[src/rtl/stg_wb.sv]
// Writeback stage: registers the EX results for one cycle, commits them to the GP/AR/SR
// files on the following edge, and serves operand reads to EX with the pending commit bypassed.
module stg_wb #(
  parameter int GP_COUNT = 16,
  parameter int AR_COUNT = 4,
  parameter int SR_COUNT = 4,
  parameter int FL_IDX   = 2,
  localparam int GP_IW = (GP_COUNT > 1) ? $clog2(GP_COUNT) : 1,
  localparam int AR_IW = (AR_COUNT > 1) ? $clog2(AR_COUNT) : 1,
  localparam int SR_IW = (SR_COUNT > 1) ? $clog2(SR_COUNT) : 1
) (
  input  logic             iw_clk,
  input  logic             iw_rst,
  input  logic             iw_stall,
  input  logic             iw_flush,
  input  logic [23:0]      iw_result,
  input  logic [GP_IW-1:0] iw_tgt_gp,
  input  logic             iw_tgt_gp_we,
  input  logic [47:0]      iw_ar_result,
  input  logic [AR_IW-1:0] iw_tgt_ar,
  input  logic             iw_tgt_ar_we,
  input  logic [47:0]      iw_sr_result,
  input  logic [SR_IW-1:0] iw_tgt_sr,
  input  logic             iw_tgt_sr_we,
  input  logic [GP_IW-1:0] iw_rd_gp_a,
  input  logic [GP_IW-1:0] iw_rd_gp_b,
  input  logic [AR_IW-1:0] iw_rd_ar_a,
  input  logic [AR_IW-1:0] iw_rd_ar_b,
  input  logic [SR_IW-1:0] iw_rd_sr_a,
  input  logic [SR_IW-1:0] iw_rd_sr_b,
  output logic [23:0]      ow_gp_a,
  output logic [23:0]      ow_gp_b,
  output logic [47:0]      ow_ar_a,
  output logic [47:0]      ow_ar_b,
  output logic [47:0]      ow_sr_a,
  output logic [47:0]      ow_sr_b,
  output logic [3:0]       ow_flags,
  output logic [31:0]      ow_retired
);

  localparam logic [SR_IW-1:0] FL_SEL = SR_IW'(FL_IDX);
  localparam bit FL_OK = (FL_IDX >= 0) && (FL_IDX < SR_COUNT);

  logic [23:0] gp_file [GP_COUNT];
  logic [47:0] ar_file [AR_COUNT];
  logic [47:0] sr_file [SR_COUNT];

  logic [23:0]      stg_result;
  logic [GP_IW-1:0] stg_tgt_gp;
  logic             stg_gp_we;
  logic [47:0]      stg_ar_result;
  logic [AR_IW-1:0] stg_tgt_ar;
  logic             stg_ar_we;
  logic [47:0]      stg_sr_result;
  logic [SR_IW-1:0] stg_tgt_sr;
  logic             stg_sr_we;
  logic [31:0]      retired;

  // Out-of-range targets (only possible with non-power-of-two counts) neither write nor bypass.
  logic gp_pend, ar_pend, sr_pend;
  assign gp_pend = stg_gp_we && (int'(stg_tgt_gp) < GP_COUNT);
  assign ar_pend = stg_ar_we && (int'(stg_tgt_ar) < AR_COUNT);
  assign sr_pend = stg_sr_we && (int'(stg_tgt_sr) < SR_COUNT);

  always_ff @(posedge iw_clk) begin
    if (iw_rst) begin
      for (int i = 0; i < GP_COUNT; i++) gp_file[i] <= '0;
      for (int i = 0; i < AR_COUNT; i++) ar_file[i] <= '0;
      for (int i = 0; i < SR_COUNT; i++) sr_file[i] <= '0;
      stg_result    <= '0;
      stg_tgt_gp    <= '0;
      stg_gp_we     <= 1'b0;
      stg_ar_result <= '0;
      stg_tgt_ar    <= '0;
      stg_ar_we     <= 1'b0;
      stg_sr_result <= '0;
      stg_tgt_sr    <= '0;
      stg_sr_we     <= 1'b0;
      retired       <= '0;
    end else begin
      if (gp_pend) gp_file[stg_tgt_gp] <= stg_result;
      if (ar_pend) ar_file[stg_tgt_ar] <= stg_ar_result;
      if (sr_pend) sr_file[stg_tgt_sr] <= stg_sr_result;
      if (stg_gp_we || stg_ar_we || stg_sr_we) retired <= retired + 32'd1;
      // A stall turns the stage into a bubble so the held entry commits only once.
      if (iw_stall) begin
        stg_gp_we <= 1'b0;
        stg_ar_we <= 1'b0;
        stg_sr_we <= 1'b0;
      end else begin
        stg_result    <= iw_result;
        stg_tgt_gp    <= iw_tgt_gp;
        stg_gp_we     <= iw_tgt_gp_we && !iw_flush;
        stg_ar_result <= iw_ar_result;
        stg_tgt_ar    <= iw_tgt_ar;
        stg_ar_we     <= iw_tgt_ar_we && !iw_flush;
        stg_sr_result <= iw_sr_result;
        stg_tgt_sr    <= iw_tgt_sr;
        stg_sr_we     <= iw_tgt_sr_we && !iw_flush;
      end
    end
  end

  function automatic logic [23:0] rd_gp(input logic [GP_IW-1:0] idx);
    if (gp_pend && stg_tgt_gp == idx) return stg_result;
    if (int'(idx) < GP_COUNT) return gp_file[idx];
    return '0;
  endfunction

  function automatic logic [47:0] rd_ar(input logic [AR_IW-1:0] idx);
    if (ar_pend && stg_tgt_ar == idx) return stg_ar_result;
    if (int'(idx) < AR_COUNT) return ar_file[idx];
    return '0;
  endfunction

  function automatic logic [47:0] rd_sr(input logic [SR_IW-1:0] idx);
    if (sr_pend && stg_tgt_sr == idx) return stg_sr_result;
    if (int'(idx) < SR_COUNT) return sr_file[idx];
    return '0;
  endfunction

  assign ow_gp_a = rd_gp(iw_rd_gp_a);
  assign ow_gp_b = rd_gp(iw_rd_gp_b);
  assign ow_ar_a = rd_ar(iw_rd_ar_a);
  assign ow_ar_b = rd_ar(iw_rd_ar_b);
  assign ow_sr_a = rd_sr(iw_rd_sr_a);
  assign ow_sr_b = rd_sr(iw_rd_sr_b);

  assign ow_flags = !FL_OK ? 4'h0 :
                    (sr_pend && stg_tgt_sr == FL_SEL) ? stg_sr_result[3:0] :
                    sr_file[FL_SEL][3:0];

  assign ow_retired = retired;

endmodule

[config.mk]
export PLATFORM = sky130hd
export DESIGN_NAME = stg_wb
export DESIGN_NICKNAME = d
export VERILOG_FILES = /design/src/rtl/stg_wb.sv
export SDC_FILE = /design/constraint.sdc
export NUM_CORES = 2
export LEC_CHECK = 0
export BUFFER_PORTS_ARGS = -buffer_cell sky130_fd_sc_hd__clkbuf_2
export CORE_ASPECT_RATIO = 0.5
export CORE_UTILIZATION = 35
export DETAILED_ROUTE_END_ITERATION = 8
export GPL_ROUTABILITY_DRIVEN = 0
export GPL_TIMING_DRIVEN = 0
export SLEW_MARGIN = 20
export SYNTH_ARGS = -nofsm -noshare
export SYNTH_HDL_FRONTEND = slang
export SYNTH_SLANG_ARGS = --single-unit
[constraint.sdc]
create_clock -name iw_clk -period 3 [get_ports iw_clk]
set_input_delay 0.6 -clock iw_clk [delete_from_list [all_inputs] [get_ports iw_clk]]
set_output_delay 0.6 -clock iw_clk [all_outputs]
set_load 0.02 [all_outputs]
Yosys cells after proc, flatten, opt, wreduce, memory -nomap -nowiden
Memories as Yosys holds them, arrays and structs flattened.
Cells that the tools add are included.
{"block": "op_classes", "n_addsub": 1, "n_eq_ne": 7, "muxes": 51, "reduce_logical": 17}
{"operator": "two-way mux 48 bit", "count": 14}
{"operator": "two-way mux 24 bit", "count": 7}
{"operator": "OR reduction 48 bit", "count": 2}
{"operator": "adder 32 x 1 -> 32 bit, second input constant", "count": 1}
{"operator": "two-way mux 1 bit", "count": 26}
{"operator": "OR reduction 24 bit", "count": 1}
{"operator": "logical AND 1 bit", "count": 10}
{"operator": "== test 2 bit", "count": 4}
{"operator": "== test 4 bit", "count": 2}
{"operator": "two-way mux 4 bit", "count": 2}
{"operator": "two-way mux 2 bit", "count": 2}
{"operator": "== test 2 bit, second input constant", "count": 1}
{"operator": "logical OR 1 bit", "count": 2}
{"operator": "OR reduction 2 bit", "count": 1}
{"operator": "zero test 1 bit", "count": 1}
{"block": "totals", "ff_bits": 163, "ram_bits": 768, "input_bits": 151, "out_inout_bits": 276, "memories": 3}
{"name": "gp_file", "words": 16, "word_bits": 24, "rd": 2, "rd_ports_with_merged_regs": 0, "wr": 16, "line": "44", "text": "logic [23:0] gp_file [GP_COUNT];"}
{"name": "ar_file", "words": 4, "word_bits": 48, "rd": 2, "rd_ports_with_merged_regs": 0, "wr": 4, "line": "45", "text": "logic [47:0] ar_file [AR_COUNT];"}
{"name": "sr_file", "words": 4, "word_bits": 48, "rd": 3, "rd_ports_with_merged_regs": 0, "wr": 4, "line": "46", "text": "logic [47:0] sr_file [SR_COUNT];"}

Logic depth before layout (Yosys ltp)
{"block": "depth", "ltp_word": 6, "depth_mapped": 7}

Least setup slack after synthesis
Ideal clock, no wire load.
{"block": "synth_timing", "kind": "input to register", "start": "in iw_rst", "end": "mem sr_file[2][0], enable pin", "setup_time_ns": 0.413, "t_arrival_ns": 2.495, "required_time_ns": 2.587, "slack_ns": 0.091, "cell_stages": 4, "n_path_buf": 3, "path_cell_list": "buf_2 -> clkbuf_1 -> clkbuf_1 -> nand2b_1"}
{"element": "from (decl)", "line": "13", "text": "input logic iw_rst,"}
{"element": "to (decl)", "line": "46"}

Worst setup path after layout
{"block": "layout_timing", "start": "in iw_rd_gp_b[3]", "end": "out ow_gp_b[2]"}
{"block": "layout_via", "elab_chain_cells": 4, "elab_cells_between_ends": 6, "cone_classes": "eq/ne: 1; mux: 3; reduce/logical: 1; memory: 1"}
{"element": "from (decl)", "line": "26", "text": "input logic [GP_IW-1:0] iw_rd_gp_b,"}
{"element": "parallel branches: the longest is 3 deep, another holds memory (16 x 24 bit)"}
{"element": "two-way mux 24 bit *", "line": "106", "text": "if (int'(idx) < GP_COUNT) return gp_file[idx];"}
{"element": "to (decl)", "line": "32", "text": "output logic [23:0] ow_gp_b,"}
Mark *: on every way between the ends.

==> summary.md <==
| Metric | Value |
|---|---|
| Yosys warnings | 0 |
| TritonCTS buffer count | 94 |
| Synth top area share | 0.478 |
| Unrepaired setup endpoints after global routing | yes |
| Critical path type | input port to primary output |
| Final WS setup | -0.0812 ns |
| 1st-pass router iterations | 6 |
| Post-Syn Area | approximately 48,000 sq um |
| Hold_buf cts | 0 |
| Net count after synthesis | 3,436 |
| CP startpoint kind | input port |
| FMAX | around 0.32 GHz |
| Initial antenna violation count | 8 |
| Synth top area cells | edfxtp_1 48%, mux4_2 18%, and2_1 8.1% |
| Buffers added on ports | slightly above 400 |
| Worst-margin pin slew | 1.16 ns |
| Avg WL per Cell | around 27 microns |
| Worst-path clk slew | roughly 0.060 ns |
| Clock Skews | ~0.015 ns |
| Syn_area_per_cell | around 15 sq um |
| Grt ovf | 0 |
| M2 GR Usage | 0.373 |
| Core area | 136,000 sq um |
| Failing checks | negative setup slack |
| M1 GR Usage | 0.276 |
| Post-Layout Cell Count | 5,702 |
| Clock tree from TritonCTS | done |
| Slew HR | 0.229 |
| Final Cycle Share | 1.03 |
| Crit. End Element | primary output |
| Area growth syn-to-layout | 19.3% |
| Leading area contributor after synthesis | edfxtp_1 |
| Top FF cell, synth | edfxtp_1 |
| Cell Pwr Density | 541 nW/um^2 |
| DR vias | 31.1k |
| Final hold vios | 0 |
| Final setup vio count | 47 |
| Nets | around 4.0k |
| Placed cells | about 5.5k |
| Max_cap viols | 0 |
| Cells after synthesis | 3,284 |
| Seq/Total Area, Yosys | 0.546 |
| Worst Hold Slack | between 0.1 and 0.15 ns |
| Die area | roughly 140,000 sq um |
| CP required | 2.40 ns |
| Post-synth cell types | just over 40 |
| Max Slew Vio Count | 0 |
| DRC Markers | 0 |
| Starting Density | 0.356 |
| Met3 Usage GRT | 0.0346 |
| Die Wd | 527 microns |
| Die extent in y | around 260 microns |
| Clk buf depth | 3 |
| I/O pin count | approximately 430 |
| Largest net degree at the start of global routing | 32 |
| Busiest grt layer | met2 |
| Clock sink count | a little over 900 |
| Layout cells sized above 1 | 0.366 |
| Initial DRC count | 2,760 |
| Routed vias/inst | 5.46 |
| Pre-CTS WS | -0.845 ns |
| Leakage | 0.0223 uW |
| Tmin final | ~3 ns |
| DRT Wirelength | 156 mm |
| Outcome | finished, violations left |
| Async S/R FF share, synth | 0 |
| Root Driver | clkbuf_16 |
| VDD IR max | about 0.00052 V |
| Detail Placement HPWL | 103 mm |
| GRT Overall Usage | 0.219 |
| First-pass GRT wire length | 222 mm |
| CP arrival | around 2.5 ns |
| Crit-path max FO | 10 |
| # rows | 95 |
| H-tree depth | 3 |
| Number of flops mapped to enable cells by yosys | ~770 |
| Vias in the first global route | ~32k |
| Synth Register Bits | roughly 930 |
| Worst-skew pair later-pin latency | around 0.70 ns |
| Antenna Nets Post-Route | 0 |
| Worst min path class | input port to flip-flop |
## synth_stat cells, types with 15 or more instances
master,instances
inv_1,52
nor2b_1,15
dfxtp_1,163
buf_1,34
mux2i_1,273
mux2_2,257
edfxtp_1,768
or2_2,21
nor2_1,260
nand2_1,62
mux4_2,384
and2_1,628
clkbuf_1,165
buf_2,71
## path summary, 6_finish.rpt
kind                                startpoint        endpoint  slack [ns]  cells past startpoint
worst max-delay path             iw_rd_gp_b[3]      ow_gp_b[2]       -0.08                      7
worst min-delay path              iw_tgt_ar_we         ar_pend        0.11                      2
worst max register to register         sr_pend  sr_file[1][18]        0.12                      6
worst min register to register  ow_retired[18]  ow_retired[18]        0.50                      2
## sequential cells by signal, indices dropped and copies added (netlist names)
signal         cells
ar_file          192
ar_pend            1
gp_file          384
gp_pend            1
ow_retired        32
sr_file          192
sr_pend            1
stg_ar_result     48
stg_result        24
stg_sr_result     48
stg_tgt_ar         2
stg_tgt_gp         4
stg_tgt_sr         2
## kinds of logic after synthesis
logic type | Yosys count | synth area share
xor+xnor | 25 | 0.00454
mux | 914 | 0.296
buf+inv | 331 | 0.0289
compound gates | 23 | 0.00316
flops | 931 | 0.546
fa+ha+maj | 1 | 0.000259
simple gates | 1059 | 0.122
## per-stage QoR
stage | instance area [sq um] | total power [uW] | TNS, ns | utilization
after floorplan | 48200 | 17400 | 0 | -
after global placement | 52600 | 18800 | -761.12 | 0.388
after detailed placement | 52800 | 18900 | -403.14 | 0.389
after CTS | 57300 | 31100 | -3.93 | 0.423
after global routing | 57600 | 31900 | -3.79 | 0.425
final | 57600 | 31100 | -1.57 | 0.425
## what timing repair did
action / 4_1_cts / 5_1_grt
setup buffers: 19 / 3
hold endpoints to repair: 0 / 0
setup endpoints to repair: 312 / 153
gates cloned: 4 / 0
pin swaps: 5 / 5
resized for setup: 359 / 109
## report_power, final
group / internal, uW / switching [uW] / leakage (uW)
clock network: 6820 / 5360 / 0.00151
logic: 1840 / 2270 / 0.0116
registers: 14400 / 387 / 0.00925
## per-layer routing
layer  wire (microns)  share of wire
met1            62000           0.40
met2            78100           0.50
met3             8920          0.057
met4             6750          0.043
met5                0              0
## placed cells by master, fill, tap and decap left out, types with 24 or more instances in the layout
master     count
clkbuf_1     148
buf_12        24
clkbuf_2     386
buf_4         31
mux4_2       384
buf_8         41
nor2_1       260
mux2i_1      248
dfxtp_1      155
mux2_4        48
mux2_2       209
clkbuf_16     98
nand2_1       62
buf_6         54
inv_1         52
and2_1       628
edfxtp_1     768
buf_2         26
## worst max-delay path, stage by stage
cell and delay (ns):
buf_4 0.18, clkbuf_2 0.46, mux4_2 0.41, mux2i_2 0.24
mux2i_1 0.11, mux2_4 0.33, buf_8 0.14
## layout make-up
| type | count | area (sq um) |
|---|---|---|
| inverters | 52 | 195 |
| diodes | 7 | 17.5 |
| clock inverters | 57 | 546 |
| flip-flops and latches | 931 | 26300 |
| repair buffers | 445 | 2970 |
| plain buffers | 274 | 1760 |
| multi-input cells | 2022 | 21000 |
| fillers | 12300 | 78000 |
| clock buffers | 120 | 2520 |
| well taps | 1794 | 2240 |
Note: power is estimated with default switching activity, not from simulation.
